File: src/rtl/clockworks_pkg.sv
// clockworks_pkg: shared definitions for the clockworks clock/reset front end.
//   CW_SLOW_DEFAULT       - default divider exponent (clk period = 2^(SLOW+1) CLK cycles)
//   CW_RST_CYCLES_DEFAULT - default number of clk rises that see resetn low
//   cw_hold_width()       - width of the reset-stretch hold counter
package clockworks_pkg;

    localparam int CW_SLOW_DEFAULT       = 24;
    localparam int CW_RST_CYCLES_DEFAULT = 4;

    // The hold counter must be able to represent RST_CYCLES itself.
    function automatic int cw_hold_width(input int rst_cycles);
        return $clog2(rst_cycles + 1);
    endfunction

endpackage

File: src/rtl/clockworks_rst_stretch.sv
// clockworks_rst_stretch: saturating hold counter that stretches the core reset.
//   CLK    (in)  board clock, rising edge
//   RESET  (in)  synchronous active-high reset; clears the count and drives resetn low
//   en     (in)  count enable; the top pulses it on each clk fall event
//   resetn (out) registered active-low core reset; rises in the cycle the count
//                reaches RST_CYCLES and stays high until RESET
module clockworks_rst_stretch
    import clockworks_pkg::*;
#(
    parameter int RST_CYCLES = CW_RST_CYCLES_DEFAULT
) (
    input  logic CLK,
    input  logic RESET,
    input  logic en,
    output logic resetn
);

    localparam int            HW       = cw_hold_width(RST_CYCLES);
    localparam logic [HW-1:0] HOLD_MAX = HW'(RST_CYCLES);

    // Initial values give a working power-up reset without a RESET pulse.
    logic [HW-1:0] hold_q   = '0;
    logic [HW-1:0] hold_d;
    logic          resetn_q = 1'b0;
    logic          resetn_d;

    always_comb begin
        hold_d   = hold_q;
        resetn_d = resetn_q;
        if (RESET) begin
            hold_d   = '0;
            resetn_d = 1'b0;
        end else begin
            if (en && (hold_q != HOLD_MAX)) begin
                hold_d = hold_q + HW'(1);
            end
            // Because the count saturates, resetn stays high once released.
            resetn_d = (hold_d == HOLD_MAX);
        end
    end

    always_ff @(posedge CLK) begin
        hold_q   <= hold_d;
        resetn_q <= resetn_d;
    end

    assign resetn = resetn_q;

endmodule

File: src/rtl/clockworks_div.sv
// clockworks_div: board-clock divider and stretched core reset.
//   CLK       (in)  board clock, all registers on its rising edge
//   RESET     (in)  synchronous active-high reset
//   slow_tick (out) only with CLOCKWORKS_TICK_EN: one-CLK pulse in each clk rise cycle
//   clk       (out) core clock = counter[SLOW]; equals CLK when SLOW=0
//   resetn    (out) registered active-low core reset, changes only at clk fall events
// Optional feature macro: CLOCKWORKS_TICK_EN adds the slow_tick output.
module clockworks_div
    import clockworks_pkg::*;
#(
    parameter int SLOW       = CW_SLOW_DEFAULT,
    parameter int RST_CYCLES = CW_RST_CYCLES_DEFAULT
) (
    input  logic CLK,
    input  logic RESET,
`ifdef CLOCKWORKS_TICK_EN
    output logic slow_tick,
`endif
    output logic clk,
    output logic resetn
);

    logic fall_en;

    generate
        if (SLOW > 0) begin : g_div
            // Counter value in the cycle just before clk goes high.
            localparam logic [SLOW:0] RISE_AT = {1'b0, {SLOW{1'b1}}};

            logic [SLOW:0] cnt_q = '0;
            logic [SLOW:0] cnt_d;

            always_comb begin
                cnt_d = cnt_q + (SLOW+1)'(1);
                if (RESET) begin
                    cnt_d = '0;
                end
            end

            always_ff @(posedge CLK) begin
                cnt_q <= cnt_d;
            end

            assign clk = cnt_q[SLOW];
            // All-ones means the counter wraps to 0 at this edge: clk falls.
            assign fall_en = &cnt_q;
`ifdef CLOCKWORKS_TICK_EN
            assign slow_tick = ~RESET & (cnt_q == RISE_AT);
`endif
        end else begin : g_bypass
            assign clk     = CLK;
            assign fall_en = 1'b1;
`ifdef CLOCKWORKS_TICK_EN
            assign slow_tick = ~RESET;
`endif
        end
    endgenerate

    clockworks_rst_stretch #(
        .RST_CYCLES(RST_CYCLES)
    ) u_rst_stretch (
        .CLK   (CLK),
        .RESET (RESET),
        .en    (fall_en),
        .resetn(resetn)
    );

endmodule

File: config.mk
export PLATFORM = sky130hd
export DESIGN_NAME = clockworks_div
export DESIGN_NICKNAME = d
export VERILOG_FILES = /design/src/rtl/clockworks_pkg.sv /design/src/rtl/clockworks_rst_stretch.sv /design/src/rtl/clockworks_div.sv
export SDC_FILE = /design/constraint.sdc
export NUM_CORES = 1
export LEC_CHECK = 0
export ABC_AREA = 1
export BUFFER_PORTS_ARGS = -buffer_cell sky130_fd_sc_hd__buf_2
export CAP_MARGIN = 20
export CORE_ASPECT_RATIO = 1.75
export CORE_UTILIZATION = 35
export CTS_CLUSTER_SIZE = 25
export DETAILED_ROUTE_END_ITERATION = 8
export PLACE_DENSITY = 0.54
export RECOVER_POWER = 100
export SLEW_MARGIN = 20
export SYNTH_ARGS = -nofsm -noshare
export SYNTH_HDL_FRONTEND = slang
export SYNTH_HIERARCHICAL = 1
export SYNTH_SLANG_ARGS = --single-unit
File: constraint.sdc
create_clock -name CLK -period 1.8 [get_ports CLK]
set_clock_uncertainty 0.15 [all_clocks]
set_input_delay 0.18 -clock CLK [delete_from_list [all_inputs] [get_ports CLK]]
set_output_delay 0.18 -clock CLK [all_outputs]
set_load 0.03 [all_outputs]
; Yosys cells after proc, flatten, opt, wreduce, memory -nomap -nowiden
; Cells that the tools add are included.
[word_totals]
regBits = 29
in_bits = 2
out_inout_bits = 2
elab_cells = 11
[op_classes]
add_sub_neg = 2
eq_ne = 2
mux = 2
n_reduce_logical = 2
[ops]
columns = op, count
row1 = $add 25x1->25 const B, 1
row2 = $reduce_and 25->1, 1
row3 = $mux 3, 2
row4 = $add 3x1->3 const B, 1
row5 = $eq 3x3->1 const B, 1
row6 = $ne 3x3->1 const B, 1
row7 = $logic_and 1x1->1, 1

; Depth between registers and ports, before layout
[depth]
depth_word = 5
depth_mapped = 12
mapped_depth_nobuf = 12

; Hierarchy
; Netlist, hierarchy kept.
[modules_own_cells]
columns = module, instances, cells_per_inst, area_each_um2, seq_area_each_um2
row1 = clockworks_div, 1, 177, 1236.2, 500.5
row2 = clockworks_rst_stretch, 1, 29, 206.4, 80.1

; Least setup slack after synthesis
; Ideal clock, no wire load.
[synth_path]
path_type = register to register
start = register g_div.cnt_q[0]
end = register u_rst_stretch.resetn_q (netlist: u_rst_stretch/resetn)
setup_time_ns = 0.112
arrival_ns = 1.431
required_ns = 1.538
setup_slack_ns = 0.107
stages_incl_launch_ff = 13
path_buffers = 0
period_less_slack_ns = 1.693
path_cell_list = dfxtp_1 > ha_1 > nand2_1 > nor2_2 > nand2_2 > nor2_4 > nand3_1 > inv_1 > nand2_2 > nand2_1 > nand2_1 > nand2_1 > nor2_1
[synth_between]
elab_chain_cells = 5
[synth_rtl]
columns = element, line_no
row1 = start: declaration, clockworks_div.sv:30  ; logic [SLOW:0] cnt_q = '0;
row2 = start signal: assignment, clockworks_div.sv:41  ; cnt_q <= cnt_d;
row3 = $reduce_and 25->1, clockworks_div.sv:46  ; assign fall_en = &cnt_q;
row4 = via fall_en, clockworks_div.sv:23  ; logic fall_en;
row5 = $logic_and 1x1->1, clockworks_rst_stretch.sv:34  ; if (en && (hold_q != HOLD_MAX)) begin
row6 = $mux 3, clockworks_rst_stretch.sv:34
row7 = $mux 3, clockworks_rst_stretch.sv:30  ; if (RESET) begin
row8 = $eq 3x3->1, clockworks_rst_stretch.sv:38  ; resetn_d = (hold_d == HOLD_MAX);
row9 = end signal: assignment, clockworks_rst_stretch.sv:44  ; resetn_q <= resetn_d;
row10 = end: declaration, clockworks_rst_stretch.sv:24  ; logic resetn_q = 1'b0;
; The timed path passes the listed nets, and every way through them passes these cells. The select of a mux whose other input is x is not followed.
; A chain may end at the register's enable or synchronous reset.

; Final worst setup path
; Ends and elaborated chain as after synthesis.

==> results by group <==
Run status
  • Run status: finished clean

Setup path
  • R2r setup slk: 0.20 ns
  • Crit path kind: register to register
  • CP required: 1.87 ns
  • Terminus of the critical flop-to-flop path: u_rst_stretch/resetn$_SDFF_PP0_
  • Worst path cell trace: ha_4, nand2_2, nor2_4, nand2_2, nor2_4, nand3_2, inv_2, nand3_1, nand2_1, nand3_1, nor2_1
  • CP Max Fanout: 5
  • Crit start category: register
  • Kind of end point of the critical path: register
  • Worst path arrival time: 1.67 ns
  • Slowest stage cell on the critical path: dfxtp_2
  • Worst r2r src: g_div.cnt_q[0]$_SDFF_PP0_
  • Reg2Reg Depth: 11
  • CP max stage delay: 0.36 ns

Synthesis
  • Yosys top cell by area: dfxtp_1
  • Sequential share of the synthesized area: 40.24%
  • Top-area cell type share of the netlist area: 40.24%
  • Synthesized net count: 211
  • Ys Warns: 6
  • Avg Cell Area, Syn: 7.003 µm²
  • Netlist cell types: 21
  • Yosys reg bits: 29
  • Post-Syn Area: 1443 µm²
  • Top cells by area, synth: dfxtp_1 40%, nor2_1 13%, nand2_1 12%, nand3_1 4.9%, inv_1 3.9%
  • Gate count of the mapped netlist: 206

Route
  • Final WL: 2970 µm
  • Post-DR vias/cell: 4.619
  • Wirelength per Cell: 11.08 µm
  • Post-route antenna net violation count: 0
  • Via count: 1238
  • Drt pass-1 iters: 4
  • Initial DRC Count: 42
  • Drt drc: 0

Timing
  • Relative slew slack: 70.36%
  • Final worst slack: 0.2040 ns
  • Slew Viols, Final: 0
  • Setup TNS Final: 0 ns
  • Post-route clock period utilization: 88.67%
  • Count of final setup violators: 0
  • Slew @ Worst Pin: 0.4441 ns
  • Minimum clock period: 1.596 ns
  • Max Clk Rate: 626.6 MHz
  • RSZ-0062 raised after global routing: no
  • Final-report hold violation count: 0

Place
  • GPL Wtd Cong: 0.8033
  • Dpl cells: 260
  • Setup WS pre-CTS: 0.06159 ns
  • Post-place instance area: 1548 µm²
  • Dpl hpwl: 2315 µm
  • PortBufs: 3

Min path
  • Hold path start: RESET
  • Min-delay worst type: input pin to register
  • Hold Path Depth: 2
  • Hold endpoint: g_div.cnt_q[0]$_SDFF_PP0_

Pwr
  • Sw Pwr: 0.2723 mW
  • Switching Share: 21.32%
  • Clock share of power: 46.2%
  • Max VDD drop: 0.4507 mV
  • Pleak: 0.6488 nW
  • Reg power frac: 51.2%
  • Logic pwr share: 2.6%
  • Internal: 1.005 mW
  • Power density cells: 778.7 nW/µm²

Finish
  • # nets final: 224
  • Ant. Diodes: 0
  • Commonest non-fill, non-tap cells in the layout: 51 x nor2_1, 49 x nand2_1, 27 x dfxtp_1
  • Leading cell type in the layout, fill and taps excluded: nor2_1
  • Cell area after layout: 1640 µm²
  • Share of layout cells above drive strength 1: 14.09%
  • Final Instance Count excl. Fillers: 268
  • Layout area overhead: 13.70%

CTS
  • H-tree Lvls: 2
  • CTS Root Cell: clkbuf_8
  • # hold bufs at CTS: 0
  • Post-CTS sizing: 0
  • CTS tree: built
  • Clock-pin slew on the worst setup and hold paths: 0.06 ns
  • Clock buffer count from CTS: 5
  • Worst skew pair latency: 0.28 ns
  • Postcts setup bufs: 0
  • Clock Path Buffers: 2
  • Clock Sinks: 29

Floorplanning
  • Num ports: 4
  • Chip height: 86.93 µm
  • Starting Density: 36.96%
  • Core ar.: 3904 µm²
  • Area of the die: 4393 µm²
  • Die W: 50.53 µm
  • Standard-cell rows: 30

Global route
  • GR Overflow Total: 0
  • Largest net degree at the start of global routing: 16
  • Initial antenna violation count: 0
  • Number of global-route vias before repair: 1202
  • First-pass GRT wire length: 5085 µm
  • All-Layer GR Usage: 15.96%

Job
  • Max-cap violations: 0
-- per-stage QoR --
step	utilization, %	power (mW)	hold WS, ns
global placement	39.65	0.6954	0.2808
CTS	42.24	1.291	0.09481
finish	42.02	1.277	0.09753
detailed placement	39.65	0.6953	0.2909
floorplan	-	0.6876	0.1017
global route	42.02	1.333	0.1148
-- state kept, by name, indices dropped and copies added (netlist names) --
signal                count
u_rst_stretch/hold_q      3
u_rst_stretch/resetn      1
g_div.cnt_q              25
-- synthesized netlist by cell type --
library cell / number
inv_1: 15
a21oi_1: 10
nand3_1: 14
xor2_1: 6
nand4_1: 1
o21ai_0: 2
nor2_4: 4
nor2_1: 51
dfxtp_1: 29
nor2_2: 2
nor2_8: 1
nand3_2: 1
nand2_4: 1
o21ai_1: 1
o21a_1: 2
nand2_2: 8
inv_2: 1
nand2_1: 47
and2_1: 5
ha_1: 3
clkbuf_1: 2
-- final cells by class --
class                           count  area, µm²
Inverter                           16      60.06
Multi-Input combinational cell    159      797.0
Timing Repair Buffer                8      38.79
Clock inverter                      1      5.005
Tap cell                           48      60.06
Sequential cell                    29      583.1
Fill cell                         428       2263
Clock buffer                        7      96.34
-- power groups by stage --
| stage | clock network, mW | logic, mW | registers [mW] |
|---|---|---|---|
| final | 0.590 | 0.0330 | 0.654 |
| after detailed placement | 0 | 0.0303 | 0.665 |
| after CTS | 0.609 | 0.0306 | 0.651 |
| after global placement | 0 | 0.0302 | 0.665 |
| after global routing | 0.640 | 0.0388 | 0.654 |
| after floorplan | 0 | 0.0232 | 0.664 |
-- cell families after synthesis --
kind of cell | after synthesis | share of synthesized area (%)
AND/OR/NAND/NOR | 135 | 43.28
adder cells (fa/ha/maj) | 3 | 2.602
AO/OA/AOI/OAI | 15 | 5.550
buffers and inverters | 18 | 4.683
flip-flops | 29 | 40.24
XOR/XNOR | 6 | 3.643
-- how the worst max path moves through the flow --
stage	startpoint	endpoint	slack (ns)	cells past startpoint
5_1_grt	g_div.cnt_q[1]$_SDFF_PP0_	u_rst_stretch/resetn$_SDFF_PP0_	0.02	12
2_1_floorplan	g_div.cnt_q[0]$_SDFF_PP0_	u_rst_stretch/resetn$_SDFF_PP0_	0.11	12
3_5_place_dp	g_div.cnt_q[0]$_SDFF_PP0_	u_rst_stretch/resetn$_SDFF_PP0_	0.06	11
4_1_cts	g_div.cnt_q[0]$_SDFF_PP0_	u_rst_stretch/resetn$_SDFF_PP0_	0.05	11
6_report	g_div.cnt_q[0]$_SDFF_PP0_	u_rst_stretch/resetn$_SDFF_PP0_	0.20	11
3_3_place_gp	g_div.cnt_q[0]$_SDFF_PP0_	u_rst_stretch/resetn$_SDFF_PP0_	0.08	11
-- per-layer routing --
| layer | vias up | global-route usage [%] | routed length, µm |
|---|---|---|---|
| li1 | 668 | - | - |
| met1 | 557 | 14.96 | 1164 |
| met2 | 8 | 30.79 | 1665 |
| met3 | 5 | 3.665 | 68 |
| met4 | 0 | 8.333 | 72 |
| met5 | - | 0 | 0 |
-- worst max-delay path: cells and delay by family (launching register included) --
kind / cells / cell delay (ns)
adder cells (fa/ha/maj): 1 / 0.14
AND/OR/NAND/NOR: 9 / 0.81
flip-flops: 1 / 0.36
buffers and inverters: 1 / 0.09
(Power assumes the default switching activity.)
